**src/rtl/decoder_2_4_pkg.sv**
```systemverilog
// Shared types and helpers for the registered 2:4 decoder sequencer.
package decoder_2_4_pkg;

   typedef enum logic [0:0] {IDLE, HOLD} state_t;

   localparam int unsigned DATA_W = 4;
   localparam int unsigned CODE_W = 2;

   function automatic logic [DATA_W-1:0] decode_2_4(input logic [CODE_W-1:0] code);
      logic [DATA_W-1:0] one_hot;
      one_hot       = '0;
      one_hot[code] = 1'b1;
      return one_hot;
   endfunction

endpackage

```
**src/rtl/hold_counter.sv**
```systemverilog
// Hold-cycle counter: synchronous load-to-zero, saturating increment,
// terminal count at HOLD_CYCLES-1.
module hold_counter #(
   parameter int unsigned HOLD_CYCLES = 4,
   parameter int unsigned CNT_W       = (HOLD_CYCLES > 1) ? $clog2(HOLD_CYCLES) : 1
) (
   input  logic clk_i,
   input  logic rst_ni,
   input  logic load_i,
   input  logic inc_i,
   output logic tc_o
);

   localparam logic [CNT_W-1:0] TC_VAL = CNT_W'(HOLD_CYCLES - 1);

   logic [CNT_W-1:0] cnt_q, cnt_d;

   always_comb begin
      cnt_d = cnt_q;
      if (load_i) begin
         cnt_d = '0;
      end else if (inc_i && (cnt_q != TC_VAL)) begin
         cnt_d = cnt_q + 1'b1;
      end
   end

   always_ff @(posedge clk_i or negedge rst_ni) begin
      if (!rst_ni) begin
         cnt_q <= '0;
      end else begin
         cnt_q <= cnt_d;
      end
   end

   assign tc_o = (cnt_q == TC_VAL);

endmodule

```
**src/rtl/decoder_2_4_sequencer.sv**
```systemverilog
// Registered 2:4 decoder: accepts a code over valid/ready and holds the one-hot
// word for HOLD_CYCLES cycles, reloading without a gap on the final cycle.
module decoder_2_4_sequencer
   import decoder_2_4_pkg::*;
#(
   parameter int unsigned HOLD_CYCLES = 4,
   parameter int unsigned CNT_W       = (HOLD_CYCLES > 1) ? $clog2(HOLD_CYCLES) : 1
) (
   input  logic              Clock_In,
   input  logic              Reset_n_In,
   input  logic              Enable_In,
   input  logic              Valid_In,
   input  logic [CODE_W-1:0] Encoded_Value_In,
   output logic              Ready_Out,
   output logic              Data_3_Out,
   output logic              Data_2_Out,
   output logic              Data_1_Out,
   output logic              Data_0_Out,
   output logic              Valid_Out,
   output logic              Last_Out
);

   state_t            state_q, state_d;
   logic [DATA_W-1:0] data_q, data_d;
   logic              valid_q, valid_d;
   logic              cnt_load, cnt_inc, cnt_tc;
   logic              ready, accept;

   hold_counter #(
      .HOLD_CYCLES (HOLD_CYCLES),
      .CNT_W       (CNT_W)
   ) u_hold_counter (
      .clk_i  (Clock_In),
      .rst_ni (Reset_n_In),
      .load_i (cnt_load),
      .inc_i  (cnt_inc),
      .tc_o   (cnt_tc)
   );

   always_comb begin
      ready    = Enable_In && ((state_q == IDLE) || ((state_q == HOLD) && cnt_tc));
      accept   = Valid_In && ready;
      state_d  = state_q;
      data_d   = data_q;
      valid_d  = valid_q;
      cnt_load = 1'b0;
      cnt_inc  = 1'b0;
      // Enable low wins over everything, including a pending reload.
      if (!Enable_In) begin
         state_d  = IDLE;
         data_d   = '0;
         valid_d  = 1'b0;
         cnt_load = 1'b1;
      end else if (accept) begin
         state_d  = HOLD;
         data_d   = decode_2_4(Encoded_Value_In);
         valid_d  = 1'b1;
         cnt_load = 1'b1;
      end else if (state_q == HOLD) begin
         if (cnt_tc) begin
            state_d  = IDLE;
            data_d   = '0;
            valid_d  = 1'b0;
            cnt_load = 1'b1;
         end else begin
            cnt_inc = 1'b1;
         end
      end
   end

   always_ff @(posedge Clock_In or negedge Reset_n_In) begin
      if (!Reset_n_In) begin
         state_q <= IDLE;
         data_q  <= '0;
         valid_q <= 1'b0;
      end else begin
         state_q <= state_d;
         data_q  <= data_d;
         valid_q <= valid_d;
      end
   end

   assign Ready_Out  = ready;
   assign Data_3_Out = data_q[3];
   assign Data_2_Out = data_q[2];
   assign Data_1_Out = data_q[1];
   assign Data_0_Out = data_q[0];
   assign Valid_Out  = valid_q;
   assign Last_Out   = valid_q && cnt_tc;

endmodule

```
**config.mk**
```make
export PLATFORM = sky130hd
export DESIGN_NAME = decoder_2_4_sequencer
export DESIGN_NICKNAME = d
export VERILOG_FILES = /design/src/rtl/decoder_2_4_pkg.sv /design/src/rtl/hold_counter.sv /design/src/rtl/decoder_2_4_sequencer.sv
export SDC_FILE = /design/constraint.sdc
export NUM_CORES = 1
export LEC_CHECK = 0
export BUFFER_PORTS_ARGS = -buffer_cell sky130_fd_sc_hd__buf_4
export CORE_AREA = 2 2 39 41
export CTS_BUF_LIST = sky130_fd_sc_hd__clkbuf_2 sky130_fd_sc_hd__clkbuf_4 sky130_fd_sc_hd__clkbuf_8
export CTS_CLUSTER_SIZE = 25
export DETAILED_ROUTE_END_ITERATION = 7
export DIE_AREA = 0 0 41 43
export GPL_ROUTABILITY_DRIVEN = 0
export REMOVE_ABC_BUFFERS = 1
export SLEW_MARGIN = 5
export SYNTH_ARGS = -nofsm -noshare
export SYNTH_HDL_FRONTEND = slang
export SYNTH_SLANG_ARGS = --single-unit
```
**constraint.sdc**
```tcl
create_clock -name Clock_In -period 1.75 [get_ports Clock_In]
set_input_delay 0 -clock Clock_In [delete_from_list [all_inputs] [get_ports Clock_In]]
set_output_delay 0 -clock Clock_In [all_outputs]
set_load 0.1 [all_outputs]
```
== Word level (Yosys, flattened, before mapping) ==
Index checks and enable logic that the tools add are counted.
W data, S select, Z words.

* Add/subtract/negate cells: 1
* Magnitude comparators: 2
* Equality and inequality tests: 4
* Muxes and demuxes: 22
* Bitwise operators: 1
* Reductions and logical operators: 9

{| class="wikitable"
|+ Operators with widths
! kind !! count
|-
| $mux W4 || 4
|-
| $mux W1 || 15
|-
| $logic_and A1 B1 Y1 || 6
|-
| $ne A3 B1 Y1 const B || 2
|-
| $mux W2 || 2
|-
| $lt A2 B3 Y1 const B || 1
|-
| $add A2 B1 Y2 const B || 1
|-
| $demux W1 S2 || 1
|-
| $eq A2 B2 Y1 const B || 1
|-
| $ge A2 B1 Y1 const B || 1
|-
| $ne A2 B2 Y1 const B || 1
|-
| $reduce_and A2 Y1 || 1
|-
| $reduce_bool A2 Y1 || 1
|-
| $logic_or A1 B1 Y1 || 1
|-
| $not A1 Y1 || 1
|}

* Register bits: 8
* Bits of input ports: 6
* Output and inout bits: 7
* Logic and storage cells: 43

== Longest topological paths before layout ==
Gate-level depths: netlist of the first run.

* Depth in word-level cells: 10
* Depth in mapped cells: 4
* Gate-level depth less buffers: 4

== Hierarchy ==
From an unflattened synthesis of the first run, not the netlist that was laid out.

* Cell total of the unflattened synthesis: 36
* Area, all modules: 424.2 sq um

{| class="wikitable"
|+ Modules (own cells, without submodules)
! module !! times used !! cells an instance !! area each (sq um) !! sequential area each (sq um)
|-
| decoder_2_4_sequencer || 1 || 26 || 300.3 || 150.1
|-
| hold_counter || 1 || 10 || 123.9 || 50.0
|}

== Worst setup path before layout of the first run ==
OpenSTA, ideal clock, no wires.

* Path kind: register -> output
* Start: register valid_q, in the netlist Valid_Out
* End: output port Last_Out
* Data arrival time: 1.788 ns
* Required time: 1.750 ns
* Slack: -0.038 ns
* Stages on the path, launching flop included: 2
* Buffers on the path: 0
* Cell sequence: dfrtp_1 and2_1

* Longest elaborated chain between the ends: 1

{| class="wikitable"
|+ Ends and longest elaborated chain
! item !! line !! RTL
|-
| start: declaration || decoder_2_4_sequencer.sv:25 || <nowiki>logic valid_q, valid_d;</nowiki>
|-
| start signal: assignment || decoder_2_4_sequencer.sv:79 || <nowiki>valid_q <= valid_d;</nowiki>
|-
| $logic_and A1 B1 Y1 || decoder_2_4_sequencer.sv:89 || <nowiki>assign Last_Out = valid_q && cnt_tc;</nowiki>
|-
| end: declaration || decoder_2_4_sequencer.sv:20 || <nowiki>output logic Last_Out</nowiki>
|}

No other way between the ends.

== Worst setup path after layout of the first run ==
* Start: register u_hold_counter.cnt_q[0]
* End: output port Ready_Out

* Longest elaborated chain between the ends: 4

{| class="wikitable"
|+ Ends and longest elaborated chain
! item !! line !! RTL
|-
| start: declaration || hold_counter.sv:16 || <nowiki>logic [CNT_W-1:0] cnt_q, cnt_d;</nowiki>
|-
| start signal: assignment || hold_counter.sv:31 || <nowiki>cnt_q <= cnt_d;</nowiki>
|-
| $eq A2 B2 Y1 || hold_counter.sv:35 || <nowiki>assign tc_o = (cnt_q == TC_VAL);</nowiki>
|-
| $logic_and A1 B1 Y1 || decoder_2_4_sequencer.sv:41 || <nowiki>ready = Enable_In && ((state_q == IDLE) || ((state_q == HOLD) && cnt_tc));</nowiki>
|-
| $logic_or A1 B1 Y1 || decoder_2_4_sequencer.sv:41 ||
|-
| $logic_and A1 B1 Y1 || decoder_2_4_sequencer.sv:41 ||
|-
| end: declaration || decoder_2_4_sequencer.sv:14 || <nowiki>output logic Ready_Out,</nowiki>
|}

No other way between the ends.

==> run metrics, run 1 <==
R2R Path Start=u_hold_counter.cnt_q[0]; GRT Overall Usage=9.34%; min-delay src=Encoded_Value_In[1]; Min-Delay Path Class=primary input to flip-flop; vias in the first global route=239; final core utilization=a little under two fifths; H-tree level count=1; full die area=around 0.0018 sq mm; CTS root buf=clkbuf_4; core area=roughly 0.0014 sq mm; Seq cells post-synth=8; RSZ-0062 raised after global routing=false; cts bufs inserted=3; input/output buffers=12; worst-path fanout max=5; final setup skew=between 0.006 and 0.007 ns; later-pin clock latency in the skew report=about 0.26 ns; ANT cells=0; routed length per instance=~11 um; Area growth syn-to-layout=38.5%; post-route ant nets=0; drt first pass iters=4; Yosys cell types=14; die width=just over 40 um; die height=about 43 um; Worst-Margin Slew=around 0.28 ns; max-slew violation count=0; CP Class=flip-flop to output port; maximum buffer depth of the clock tree=2; drt drc=0; P_leak=~0.00027 uW; dpl cells=a little under 60; Total Wirelength=slightly below 700 um; share of layout cells above drive strength 1=34.0%; commonest non-fill, non-tap cell in the layout=buf_4; crit share post-route=~83%; Startpoint Class=flip-flop; Final Hold Viols=0; Ports=13; first-pass GRT wire length=1010 um; Syn Area/Cell=11.9 sq um; Post-Syn Area=370 sq um; WP data required=about 1.8 ns; clock sink count=8; Seq/Total Area, Yosys=between 50% and 60%; Via density=4.62; Iteration-0 DRC Markers=4; clk slew on worst S/H paths=around 0.060 ns; post-route cell area=513 sq um; GR Overflow Total=0; final setup vio count=0; Fin Setup TNS=0 ns; Arr. time, crit path=approximately 1.5 ns; Yosys warning total=0; worst relative slew slack=~82%; DP HPWL=roughly 500 um; post-CTS setup buffer count=0; Vias=between 200 and 300; most frequent cells in the layout=buf_4 (12), dfrtp_1 (8), a32o_1 (4); Total Power=between 400 and 500 uW; initial core utilization=between 20% and 30%; Layout Cells excl Fill=63; Critical Path Source=u_hold_counter.cnt_q[0]; PwrDens=about 900 mW/mm^2; Mapped Cells=31; Fillers=roughly 140; max-cap violations=0; CTS tree=done; initial antenna violation count=0; min Tclk post-route=between 1 and 1.5 ns; status=finished, final reports clean; post-CTS sizing=0; peak supply drop=around 0.36 mV; Post-DP Area=roughly 480 sq um; largest net degree at the start of global routing=9; Fmax achieved=about 0.69 GHz; Final #Nets=between 50 and 60; Worst Setup End Kind=output port; # rows=14
-- registers in the layout, indices dropped and copies added (netlist names) --
signal,cells
Valid_Out,1
data_q,4
state_q,1
u_hold_counter.cnt_q,2
-- synth_stat cells --
cell type,n,area (sq um)
and3_1,1,6.26
nand2_1,1,3.75
xor2_1,1,8.76
a32o_1,4,40.0
dfrtp_1,8,200
a21boi_0,1,7.51
ha_1,1,12.5
nor2_1,2,7.51
mux2i_1,3,30.0
inv_1,3,11.3
and2_1,3,18.8
nand2b_4,1,13.8
a21oi_1,1,5.00
o21ai_0,1,5.00
-- layout make-up --
| cell class | count | area (sq um) | area share [%] |
|---|---|---|---|
| Tap cell | 16 | 20.0 | 3.90 |
| Sequential cell | 8 | 200 | 39.0 |
| Clock buffer | 3 | 22.5 | 4.39 |
| Multi-Input combinational cell | 20 | 159 | 31.0 |
| Inverter | 3 | 11.3 | 2.20 |
| Timing Repair Buffer | 13 | 100 | 19.5 |
-- metal layers --
metal,vias to the layer above,GRT usage [%],share of wire [%]
li1,147,-,-
met1,129,12.3,48
met2,10,10.6,39
met3,5,1.57,7.3
met4,0,12.0,5.0
met5,-,0,0
-- worst max-delay path: stages (launching register included) --
cell and delay [ns]:
dfrtp_1 0.39, ha_1 0.25, nand2b_4 0.18, and2_1 0.16
buf_4 0.22
-- where the power goes --
group	switching, uW	internal [uW]	total [uW]
registers	7.32	194	202
clock network	63.7	78.5	142
logic	75.4	31.5	107
-- worst paths after layout --
| path | end | slack, ns | depth (start not counted) |
|---|---|---|---|
| worst max-delay path | Ready_Out | 0.30 | 4 |
| worst min-delay path | data_q[2] | 0.007 | 2 |
| worst max register to register | data_q[0] | 0.32 | 4 |
| worst min register to register | data_q[1] | 0.50 | 1 |
| max in group asynchronous | data_q[1] | 1.53 | 2 |
| min in group asynchronous | data_q[2] | 0.09 | 2 |
-- timing repair --
action | CTS | global route
endpoints found under the hold margin | 8 | 0
endpoints found under the setup margin | 0 | 0
hold buffers | 1 | 0
-- kinds of logic after synthesis --
group,count (synthesis),share of synthesized area [%]
multiplexers,3,8.11
adder cells (fa/ha/maj),1,3.38
AO/OA/AOI/OAI,7,15.5
AND/OR/NAND/NOR,8,13.5
flip-flops,8,54.1
XOR/XNOR,1,2.37
buffers and inverters,3,3.04
-- metrics by stage --
stage,setup WS [ns],hold WS (ns)
after floorplan,-0.0379,-0.296
after global placement,0.347,-0.177
after detailed placement,0.345,-0.177
after CTS,0.292,0.00349
after global routing,0.248,0.0205
final,0.302,0.00666
Note: power is estimated with default switching activity, not from simulation.
==> run 2, diff against run 1 <==
==> constraint.sdc (replaced) <==
create_clock -name Clock_In -period 1.4 [get_ports Clock_In]
set_input_delay 0 -clock Clock_In [delete_from_list [all_inputs] [get_ports Clock_In]]
set_output_delay 0 -clock Clock_In [all_outputs]
set_load 0.1 [all_outputs]
==> run metrics, run 2 (same netlist as run 1, synthesis figures left out) <==
die width=41 um; crit share post-route=96.1%; initial core utilization=~27%; Min-Delay Path Class=primary input to flip-flop; met2 Usage GRT=roughly an eighth; WP data required=~1.5 ns; Iteration-0 DRC Markers=0; ANT cells=0; most frequent cells in the layout=buf_4 (13), dfrtp_1 (8), a32o_1 (4); worst relative slew slack=a little over 80%; first-pass GRT wire length=approximately 1300 um; peak supply drop=roughly 0.46 mV; # rows=14; biggest regs=data_q x4, u_hold_counter.cnt_q x2; CTS root buf=clkbuf_4; Final Hold Viols=0; final setup skew=between 0.004 and 0.005 ns; core area=0.00138 sq mm; Ports=13; initial antenna violation count=0; final core utilization=a little under 40%; Fmax achieved=roughly 0.74 GHz; die height=~43 um; GRT busiest layer=met1; Critical Path, Cell by Cell=ha_2, nand2b_4, and3_1, a32o_1; drt drc=0; Area growth syn-to-layout=47.3%; Arr. time, crit path=around 1.5 ns; CP top delay family=simple AND/OR/NAND/NOR gates; status=finished, final reports clean; Total Power=roughly 580 uW; worst path buffer plus inverter count=0; worst-path fanout max=5; Global Route met1 Usage=roughly 17%; GRT Overall Usage=between 10 and 15%; Layout Cells excl Fill=between 60 and 70; PwrDens=1070 mW/mm^2; share of layout cells above drive strength 1=between 40 and 50%; H-tree level count=1; later-pin clock latency in the skew report=between 0.2 and 0.3 ns; post-route ant nets=0; CP max-delay cell=dfrtp_1; Reg with most FFs=data_q; Hold WS=between 0.01 and 0.015 ns; slowest stage delay, CP=approximately 0.38 ns; final setup vio count=0; drt first pass iters=1; largest net degree at the start of global routing=9; clock sink count=8; vias in the first global route=between 200 and 300; Startpoint Class=flip-flop; GR Overflow Total=0; Via density=4.69; met3 usage=under 10%; Final #Nets=between 50 and 60; max reg flops=4; P_leak=between 0.0002 and 0.0003 uW; CTS tree=done; Total Wirelength=just under 800 um; Worst Setup End Kind=flip-flop; min Tclk post-route=between 1 and 1.5 ns; maximum buffer depth of the clock tree=2; input/output buffers=12; dpl cells=61; Worst-Margin Slew=0.279 ns; commonest non-fill, non-tap cell in the layout=buf_4; RSZ-0062 raised after global routing=false; max-cap violations=0; Fillers=142; max-slew violation count=0; routed length per instance=about 12 um; full die area=0.00176 sq mm; clk slew on worst S/H paths=0.06 ns; Vias=a little over 300; cts bufs inserted=3; Fin Setup TNS=0 ns; CP Class=flip-flop to flip-flop
[run 2: through the flow]
step / setup slack (ns) / cell area [sq um]
2_1_floorplan: -0.388 / 370
3_3_place_gp: 0.0885 / 495
3_5_place_dp: 0.0586 / 495
4_1_cts: 0.0537 / 546
5_1_grt: 0.0107 / 546
6_report: 0.0541 / 546
[run 2: report_power, final]
part,internal (uW),switching [uW]
combinational,49.1,97.1
clock,98.7,86.6
sequential,243,9.04
[run 2: layout make-up]
| type | instances | area [sq um] | area share [%] |
|---|---|---|---|
| well taps | 16 | 20.0 | 3.67 |
| flip-flops and latches | 8 | 200 | 36.7 |
| inverters | 3 | 11.3 | 2.06 |
| multi-input cells | 20 | 164 | 30.0 |
| repair buffers | 15 | 128 | 23.4 |
| clock buffers | 3 | 22.5 | 4.13 |
[run 2: timing repair]
| item | CTS | global route |
|---|---|---|
| setup endpoints to repair | 1 | 0 |
| hold buffers | 1 | 0 |
| resized for setup | 5 | 0 |
| endpoints found under the hold margin | 8 | 0 |
| setup buffers | 1 | 0 |
[run 2: path summary, 6_finish.rpt]
path                                    startpoint         to  slack (ns)  cells past startpoint
min                            Encoded_Value_In[0]  data_q[1]        0.01                      2
max in group asynchronous               Reset_n_In  data_q[3]        1.17                      2
max                        u_hold_counter.cnt_q[1]  data_q[2]        0.05                      4
min reg2reg                              data_q[1]  data_q[1]        0.49                      1
min in group asynchronous               Reset_n_In  data_q[0]        0.10                      2
max reg2reg                u_hold_counter.cnt_q[1]  data_q[2]        0.05                      4
[run 2: per-layer routing]
layer,part of all wire [%],vias to the layer above
met1,46,141
met4,5.1,0
met2,42,10
met5,0,-
li1,-,149
met3,6.6,5
[run 2: worst register-to-register path, stage by stage (launching register included)]
cell,delay [ns]
dfrtp_1,0.38
ha_2,0.19
nand2b_4,0.16
and3_1,0.23
a32o_1,0.27
